--- config.mk ---
export PLATFORM = sky130hd
export DESIGN_NAME = branch_resolution_unit
export DESIGN_NICKNAME = d
export VERILOG_FILES = /design/src/rtl/branch_resolution_unit.sv
export SDC_FILE = /design/constraint.sdc
export NUM_CORES = 1
export LEC_CHECK = 0
export BUFFER_PORTS_ARGS = -buffer_cell sky130_fd_sc_hd__buf_2
export CORE_UTILIZATION = 40
export DETAILED_ROUTE_END_ITERATION = 16
export PLACE_DENSITY_LB_ADDON = 0.05
export SYNTH_ARGS = -nofsm -noshare
export SYNTH_HDL_FRONTEND = slang
export SYNTH_SLANG_ARGS = --single-unit
--- constraint.sdc ---
create_clock -name clk_i -period 2.75 [get_ports clk_i]
set_input_delay 0.1375 -clock clk_i [delete_from_list [all_inputs] [get_ports clk_i]]
set_output_delay 0.1375 -clock clk_i [all_outputs]
set_load 0.02 [all_outputs]
--- src/rtl/branch_resolution_unit.sv ---
// branch_resolution_unit
//
// Carries the fetch-stage branch prediction (taken bit + predicted target)
// through the Decode and Execute pipeline registers. In Execute it resolves
// the prediction against the actual outcome. It then produces the predictor
// training signals, a mispredict flag with its recovery PC, and saturating
// branch / mispredict performance counters.
//
// Ports:
//   clk_i               clock, rising-edge
//   reset_i             synchronous active-low reset
//   valid_fi_i          real instruction in Fetch
//   pc_src_pred_fi_i    predicted taken (from predictor)
//   pred_pc_target_fi_i predicted target (from predictor)
//   stall_de_i/flush_de_i  Decode register hold / bubble
//   stall_ex_i/flush_ex_i  Execute register hold / bubble
//   branch_op_ex_i      00 none, 01 cond branch, 10 jal, 11 jalr
//   branch_cond_ex_i    conditional branch evaluated taken
//   pc_target_ex_i      actual target computed in Execute
//   pc_plus4_ex_i       fall-through PC of the Execute instruction
//   pc_src_res_ex_o     resolved taken
//   target_match_ex_o   predicted target == actual target
//   mispredict_ex_o     fetch must redirect
//   recovery_pc_ex_o    redirect address
//   branch_cnt_o        retired branch/jump count (saturating)
//   mispredict_cnt_o    misprediction count (saturating)

module branch_resolution_unit #(
    parameter int unsigned CNT_W = 32
) (
    input  logic             clk_i,
    input  logic             reset_i,
    input  logic             valid_fi_i,
    input  logic             pc_src_pred_fi_i,
    input  logic [31:0]      pred_pc_target_fi_i,
    input  logic             stall_de_i,
    input  logic             flush_de_i,
    input  logic             stall_ex_i,
    input  logic             flush_ex_i,
    input  logic [1:0]       branch_op_ex_i,
    input  logic             branch_cond_ex_i,
    input  logic [31:0]      pc_target_ex_i,
    input  logic [31:0]      pc_plus4_ex_i,
    output logic             pc_src_res_ex_o,
    output logic             target_match_ex_o,
    output logic             mispredict_ex_o,
    output logic [31:0]      recovery_pc_ex_o,
    output logic [CNT_W-1:0] branch_cnt_o,
    output logic [CNT_W-1:0] mispredict_cnt_o
);

    logic             r_valid_de;
    logic             r_pred_taken_de;
    logic [31:0]      r_pred_target_de;
    logic             r_valid_ex;
    logic             r_pred_taken_ex;
    logic [31:0]      r_pred_target_ex;
    logic [CNT_W-1:0] r_branch_cnt;
    logic [CNT_W-1:0] r_mispredict_cnt;

    logic             w_res;
    logic             w_match;
    logic             w_mispredict;
    logic [31:0]      w_recovery_pc;
    logic             w_count_en;
    logic             w_is_branch;

    // Decode register: flush bubbles the entry (target left as-is), and
    // takes priority over stall.
    always_ff @(posedge clk_i) begin
        if (!reset_i) begin
            r_valid_de       <= 1'b0;
            r_pred_taken_de  <= 1'b0;
            r_pred_target_de <= '0;
        end else if (flush_de_i) begin
            r_valid_de       <= 1'b0;
            r_pred_taken_de  <= 1'b0;
        end else if (!stall_de_i) begin
            r_valid_de       <= valid_fi_i;
            r_pred_taken_de  <= pc_src_pred_fi_i;
            r_pred_target_de <= pred_pc_target_fi_i;
        end
    end

    // Execute register: same rules, fed from Decode.
    always_ff @(posedge clk_i) begin
        if (!reset_i) begin
            r_valid_ex       <= 1'b0;
            r_pred_taken_ex  <= 1'b0;
            r_pred_target_ex <= '0;
        end else if (flush_ex_i) begin
            r_valid_ex       <= 1'b0;
            r_pred_taken_ex  <= 1'b0;
        end else if (!stall_ex_i) begin
            r_valid_ex       <= r_valid_de;
            r_pred_taken_ex  <= r_pred_taken_de;
            r_pred_target_ex <= r_pred_target_de;
        end
    end

    // Resolution. An op of 00 predicted taken (predictor alias) falls out of
    // the direction compare as a mispredict with recovery to pc+4.
    always_comb begin
        w_is_branch   = (branch_op_ex_i != 2'b00);
        w_res         = ((branch_op_ex_i == 2'b01) && branch_cond_ex_i) ||
                        (branch_op_ex_i == 2'b10) || (branch_op_ex_i == 2'b11);
        w_match       = (r_pred_target_ex == pc_target_ex_i);
        w_mispredict  = r_valid_ex &&
                        ((r_pred_taken_ex != w_res) ||
                         (r_pred_taken_ex && w_res && !w_match));
        w_recovery_pc = w_res ? pc_target_ex_i : pc_plus4_ex_i;
        // Counting only when Execute advances keeps a stalled instruction
        // from being counted more than once.
        w_count_en    = r_valid_ex && !stall_ex_i;
    end

    // Saturating performance counters.
    always_ff @(posedge clk_i) begin
        if (!reset_i) begin
            r_branch_cnt     <= '0;
            r_mispredict_cnt <= '0;
        end else if (w_count_en) begin
            if (w_is_branch && (r_branch_cnt != '1)) begin
                r_branch_cnt <= r_branch_cnt + 1'b1;
            end
            if (w_mispredict && (r_mispredict_cnt != '1)) begin
                r_mispredict_cnt <= r_mispredict_cnt + 1'b1;
            end
        end
    end

    assign pc_src_res_ex_o   = w_res;
    assign target_match_ex_o = w_match;
    assign mispredict_ex_o   = w_mispredict;
    assign recovery_pc_ex_o  = w_recovery_pc;
    assign branch_cnt_o      = r_branch_cnt;
    assign mispredict_cnt_o  = r_mispredict_cnt;

endmodule

==> summary.md, run 1 <==
| Metric | Value |
|---|---|
| Fill count | 1,487 |
| Post-Syn Area | 6380 um^2 |
| Startpoint Class | flip-flop |
| Clock Tree Root | clkbuf_16 |
| Run status | finished clean |
| Final setup viols | 0 |
| Total CTS buffers | 17 |
| Via count | 6,189 |
| Synth top cells by count | nand2_1, dfxtp_1, a21oi_1 |
| Max-cap violation count | 0 |
| DR vias/cell | 5.01 |
| Synthesized Nets | 891 |
| Routed WL | 18,200 um |
| Crit-path cells | xor2_1 -> nor4_1 -> nand4_1 -> o21ai_0 -> a21oi_1 -> buf_2 |
| Hold Vio Cnt, Final | 0 |
| Cell taking the most area after synthesis | dfxtp_1 |
| RD Place Congestion | 0.757 |
| Placement Cell Area | 7640 um^2 |
| Crit path arrival time | 2.28 ns |
| Largest cells by area after synthesis | dfxtp_1, nand2_1, a21oi_1 |
| Share of cells above drive strength 1 | 29.1% |
| DRT iter0 DRCs | 334 |
| Adder-Cell Fraction of Synth Area | 0.588% |
| CTS tree | yes |
| Final Cycle Share | 88.0% |
| GRT overflow | 0 |
| Pin count of the biggest net entering global routing | 55 |
| Slew HR | 54.5% |
| Die width | 128 um |
| Final ANT Viol Nets | 0 |
| Mapped Avg Cell Area | 8.17 um^2 |
| Share of the synthesized area in the top cell type | 41.4% |
| Die Footprint | 16,500 um^2 |
| Vias in the first global route | 5,559 |
| Top FF cell, synth | dfxtp_1 |
| Netlist cell types | 47 |
| Critical Setup Path Class | flip-flop to output port |
| Clock-pin slew on the worst setup and hold paths | 0.06 ns |
| Compound-cell area share of the yosys netlist | 10.5% |
| RSZ-0062 raised after global routing | no |
| PostCTS Resize Cnt | 0 |
| FF+latch count, synth | 132 |
| Simple-Gate Fraction of Synth Area | 28.4% |
| DP HPWL | 12,900 um |
| Gr usage total | 22.5% |
| Clock Skew | 0.0106 ns |
| Buffers on Ports | 205 |
| Post-CTS Hold Buffers | 34 |
| Worst Hold Class | input port to flip-flop |
| DRC | 0 |
| Post-synthesis mux area share | 7.69% |
| Design area | 8550 um^2 |
| Slowest stage cell on the critical path | nor4_1 |
| Worst Tran Pin Value | 0.682 ns |
| Core footprint | 15,400 um^2 |
| Req. time, crit path | 2.61 ns |
| Synthesis-to-finish area growth | 34.1% |
| Post-synthesis xor/xnor area fraction | 8.24% |
| First-pass GRT wire length | 29,000 um |
| Tmin final | 2.42 ns |
| Die Span Y | 128 um |
| Synth warn | 0 |
| Detailed-route wire length per cell | 14.8 um |
| Initial antenna violation count | 0 |
| Fmax | 0.413 GHz |
| CP max FO | 4 |
| Sequential area share after synthesis | 41.4% |
| Clock sink total | 132 |
| Max-slew violation count | 0 |
| Top-count cell post-synth | nand2_1 |
| Initial Util | 41.5% |
| Core Rows | 45 |
| CP peak stage delay | 0.46 ns |
| Synthesized instance count | 781 |
| Setup Fix Bufs, Post-CTS | 0 |
| # IOs | 206 |
| Crit. End Element | output port |
| Clk Latency, worst-skew pair | 0.42 ns |
| Drt pass-1 iters | 4 |
| Pwr Density | 534 nW/um^2 |
| Clk buf depth | 2 |
| Main combinational cell family by area after synthesis | simple AND/OR/NAND/NOR gates |
| H-tree levels | 4 |
| Number of synthesized flops with an enable pin | 0 |
| Max rail drop VDD | 474 uV |
| Final TNS setup | 0 ns |
| Final core occ | 55.6% |
| Fin nets | 1,120 |
| LEAKAGE | 3.45 nW |
| Total power | 4.57 mW |
| Asr flop ratio synth | 0% |
==> area by class of cell <==
class,instances,area [um^2],share of cell area [%]
Multi-Input combinational cell,601,3550,41.5
Sequential cell,132,2640,30.9
Timing Repair Buffer,248,1480,17.3
Clock buffer,18,439,5.13
Tap cell,211,264,3.09
Clock inverter,14,133,1.55
Inverter,10,38.8,0.453
Antenna cell,1,2.50,0.0293
==> where the power goes <==
part           total [mW]  switching, mW  leakage, nW  internal [mW]
Clock                2.16          0.887        0.266           1.27
Sequential           1.96         0.0167         1.07           1.94
Combinational       0.446          0.246         2.12          0.200
==> worst paths after layout <==
kind | start | endpoint | slack (ns) | cells past startpoint
min reg2reg | r_pred_target_de[6] | r_pred_target_ex[6] | 0.45 | 2
min | flush_ex_i | r_pred_taken_ex | 0.05 | 3
max | r_pred_target_ex[3] | mispredict_ex_o | 0.33 | 6
max reg2reg | r_pred_taken_ex | mispredict_cnt_o[20] | 0.45 | 7
==> logic make-up after synthesis <==
| kind of cell | after synthesis |
|---|---|
| and+or+nand+nor | 371 |
| DFF | 132 |
| AOI/OAI and AO/OA | 122 |
| xor gates and xnor gates | 60 |
| buffers and inverters | 48 |
| muxes | 45 |
| adders and majority gates | 3 |
==> flip-flops by register name, indices dropped and copies added (netlist names) <==
register          flops
branch_cnt_o         32
mispredict_cnt_o     32
r_pred_target_de     32
r_pred_target_ex     32
r_pred_taken_de       1
r_pred_taken_ex       1
r_valid_de            1
r_valid_ex            1
==> layout by cell type, fill, tap and decap left out, types with 3 or more instances in the layout <==
cell type / Yosys / final
buf_2: 3 / 205
nand2_1: 167 / 167
dfxtp_1: 132 / 132
a21oi_1: 92 / 91
nor2_1: 52 / 50
xor2_1: 40 / 40
dlygate4sd3_1: 0 / 34
mux2_2: 32 / 32
nand3_1: 27 / 27
nand4_1: 22 / 22
xnor2_1: 20 / 20
nor4_1: 17 / 17
clkbuf_16: 0 / 17
nor3_1: 15 / 15
o31ai_1: 15 / 15
or4_1: 15 / 15
mux2i_1: 13 / 13
nand2b_1: 12 / 12
or3_1: 11 / 11
o21ai_0: 10 / 10
inv_1: 9 / 9
and3_1: 9 / 9
clkinvlp_4: 0 / 5
clkinv_4: 0 / 5
buf_4: 2 / 5
buf_12: 0 / 4
nor2_2: 1 / 3
or2_2: 3 / 3
clkinv_2: 0 / 3
and2_1: 3 / 3
ha_1: 3 / 3
==> metal layers <==
| metal | global-route usage, % | vias up | wire (um) |
|---|---|---|---|
| li1 | - | 3178 | - |
| met1 | 31.6 | 2885 | 8870 |
| met2 | 34.2 | 114 | 8460 |
| met3 | 5.01 | 12 | 766 |
| met4 | 6.51 | 0 | 118 |
| met5 | 0 | - | 0 |
==> through the flow <==
| step | instances | worst slack, ns | hold slack [ns] |
|---|---|---|---|
| 6_report | 1235 | 0.330 | 0.0470 |
| 5_1_grt | 1234 | 0.222 | 0.0569 |
| 4_1_cts | 1234 | 0.320 | 0.0306 |
| 3_5_place_dp | 1168 | 0.222 | 0.384 |
| 3_3_place_gp | 1168 | 0.295 | 0.379 |
| 2_1_floorplan | 781 | 0.00280 | 0.273 |
==> critical path: cells and delay by family, from the launching register on <==
kind                   cells  cell delay (ns)
XOR/XNOR                   1             0.16
flip-flops                 1             0.32
AO/OA/AOI/OAI              2             0.39
buffers and inverters      1             0.18
AND/OR/NAND/NOR            2             0.82
(Power assumes the default switching activity.)
==> run 2: changes to the inputs <==
--- a/config.mk
+++ b/config.mk
@@ -8,7 +8,7 @@
 export BUFFER_PORTS_ARGS = -buffer_cell sky130_fd_sc_hd__buf_2
 export CORE_UTILIZATION = 40
 export DETAILED_ROUTE_END_ITERATION = 16
-export PLACE_DENSITY_LB_ADDON = 0.05
+export PLACE_DENSITY = 0.79
 export SYNTH_ARGS = -nofsm -noshare
 export SYNTH_HDL_FRONTEND = slang
 export SYNTH_SLANG_ARGS = --single-unit
==> summary.md, run 2 (synthesis gave the netlist of run 1 again) <==
| Metric | Value |
|---|---|
| Die width | 128 um |
| Clock sink total | 132 |
| Max-slew violation count | 0 |
| Crit-path cells | xor2_1 -> nor4_1 -> nand4_1 -> o21ai_0 -> a21oi_1 -> buf_2 |
| Core Rows | 45 |
| Final setup viols | 0 |
| Detailed-route wire length per cell | 15.2 um |
| Routed WL | 18,800 um |
| Wire length on met3 | 1170 um |
| Family with the most delay on the worst path | simple AND/OR/NAND/NOR gates |
| CP max FO | 4 |
| Clock Tree Root | clkbuf_16 |
| Buffers on Ports | 205 |
| Run status | finished clean |
| Number of diodes | 0 |
| R2R depth | 8 |
| Fin nets | 1,121 |
| Vias in the first global route | 5,871 |
| Max-cap violation count | 0 |
| FF-to-FF End | mispredict_cnt_o[23] |
| Total power | 4.84 mW |
| Startpoint Class | flip-flop |
| Die Footprint | 16,500 um^2 |
| Synthesis-to-finish area growth | 34.6% |
| Final Cycle Share | 84.5% |
| Top routing layer used | met4 |
| Place WS | 0.434 ns |
| Post-route met1 wirelength | 8470 um |
| GRT overflow | 0 |
| CTS tree | yes |
| Share of cells above drive strength 1 | 29.2% |
| LEAKAGE | 3.48 nW |
| Worst Hold Class | input port to flip-flop |
| Fmax | 0.430 GHz |
| Buf+Inv Stages, Crit Path | 1 |
| # IOs | 206 |
| Final ANT Viol Nets | 0 |
| WHS Path Cells | 3 |
| DR vias/cell | 5.25 |
| Die Span Y | 128 um |
| Gr usage total | 22.7% |
| CP Launch Point | r_pred_target_ex[29] |
| Critical Setup Path Class | flip-flop to output port |
| Total CTS buffers | 17 |
| R2r setup slk | 0.51 ns |
| Pin count of the biggest net entering global routing | 55 |
| Core footprint | 15,400 um^2 |
| Routed length on met2 | 8810 um |
| Most frequent cells in the layout | buf_2, nand2_1, dfxtp_1 |
| Hold Vio Cnt, Final | 0 |
| Min-delay src | flush_ex_i |
| Hold EP | r_pred_taken_ex |
| First-pass GRT wire length | 29,200 um |
| Final TNS setup | 0 ns |
| Crit path arrival time | 2.19 ns |
| RSZ-0062 raised after global routing | no |
| Drt pass-1 iters | 4 |
| Via count | 6,481 |
| Final Worst Setup Slack | 0.427 ns |
| DP HPWL | 13,000 um |
| Pwr Density | 564 nW/um^2 |
| RR Startpoint | mispredict_cnt_o[0] |
| Crit. End Element | output port |
| H-tree levels | 4 |
| Clk Latency, worst-skew pair | 0.42 ns |
| Req. time, crit path | 2.61 ns |
| Fin Hold WS | 0.0533 ns |
| Clock Skew | 0.0101 ns |
| Clock-pin slew on the worst setup and hold paths | 0.06 ns |
| Initial antenna violation count | 0 |
| Slowest stage cell on the critical path | nor4_1 |
| DRC | 0 |
| Clk buf depth | 2 |
| Max rail drop VDD | 414 uV |
| Commonest non-fill, non-tap cell in the layout | buf_2 |
| Slew HR | 55.7% |
| Tmin final | 2.32 ns |
| Worst Tran Pin Value | 0.664 ns |
| Initial Util | 41.5% |
| DRT iter0 DRCs | 433 |
| RD Place Congestion | 0.842 |
| CP peak stage delay | 0.38 ns |
==> run 2: cell count changes in the layout (fill, tap and decap cells not counted), moves of 2 or more <==
cell	before	now
clkinv_2	3	7
clkinvlp_4	5	3
clkinv_4	5	0
bufinv_16	1	5
buf_4	5	9
buf_12	4	1
==> run 2: cell type report <==
class,instances,area [um^2]
fillers,1421,6790
inverters,10,38.8
flip-flops and latches,132,2640
repair buffers,249,1450
clock inverters,15,211
multi-input cells,601,3550
clock buffers,17,425
well taps,211,264
==> run 2: power by group <==
part           internal (mW)  total [mW]  switching, mW
Sequential              1.94        1.96         0.0180
Clock                   1.60        2.44          0.837
Combinational          0.196       0.447          0.251
Total                   3.74        4.84           1.11
==> run 2: worst max path at each step <==
stage	to	slack, ns	cells past startpoint
floorplan	mispredict_cnt_o[26]	0.003	10
global placement	mispredict_cnt_o[13]	0.49	10
detailed placement	mispredict_cnt_o[21]	0.43	10
CTS	mispredict_ex_o	0.37	6
global route	mispredict_ex_o	0.28	6
finish	mispredict_ex_o	0.43	6
==> run 2: what timing repair did <==
action                                 in CTS  in global routing
gates resized for setup                     0                  0
hold buffers                               34                  0
buffers inserted                            0                  0
endpoints found under the hold margin      34                  0
==> run 2: layer usage <==
layer	up-vias	GRT usage, %
li1	3185	-
met4	0	9.83
met5	-	0
met2	229	35.2
met3	27	5.01
met1	3040	30.4
==> run 2: worst min-delay path, cell delays in order <==
cell,delay [ns]
buf_2,0.11
nand2b_1,0.13
nor2_1,0.05
==> run 2: metrics by stage <==
stage / utilization [%] / std cells / cell area [um^2]
finish: 55.9 / 1235 / 8590
global route: 55.9 / 1235 / 8590
CTS: 55.9 / 1235 / 8590
detailed placement: 49.5 / 1169 / 7610
global placement: 49.5 / 1169 / 7610
floorplan: - / 781 / 6380
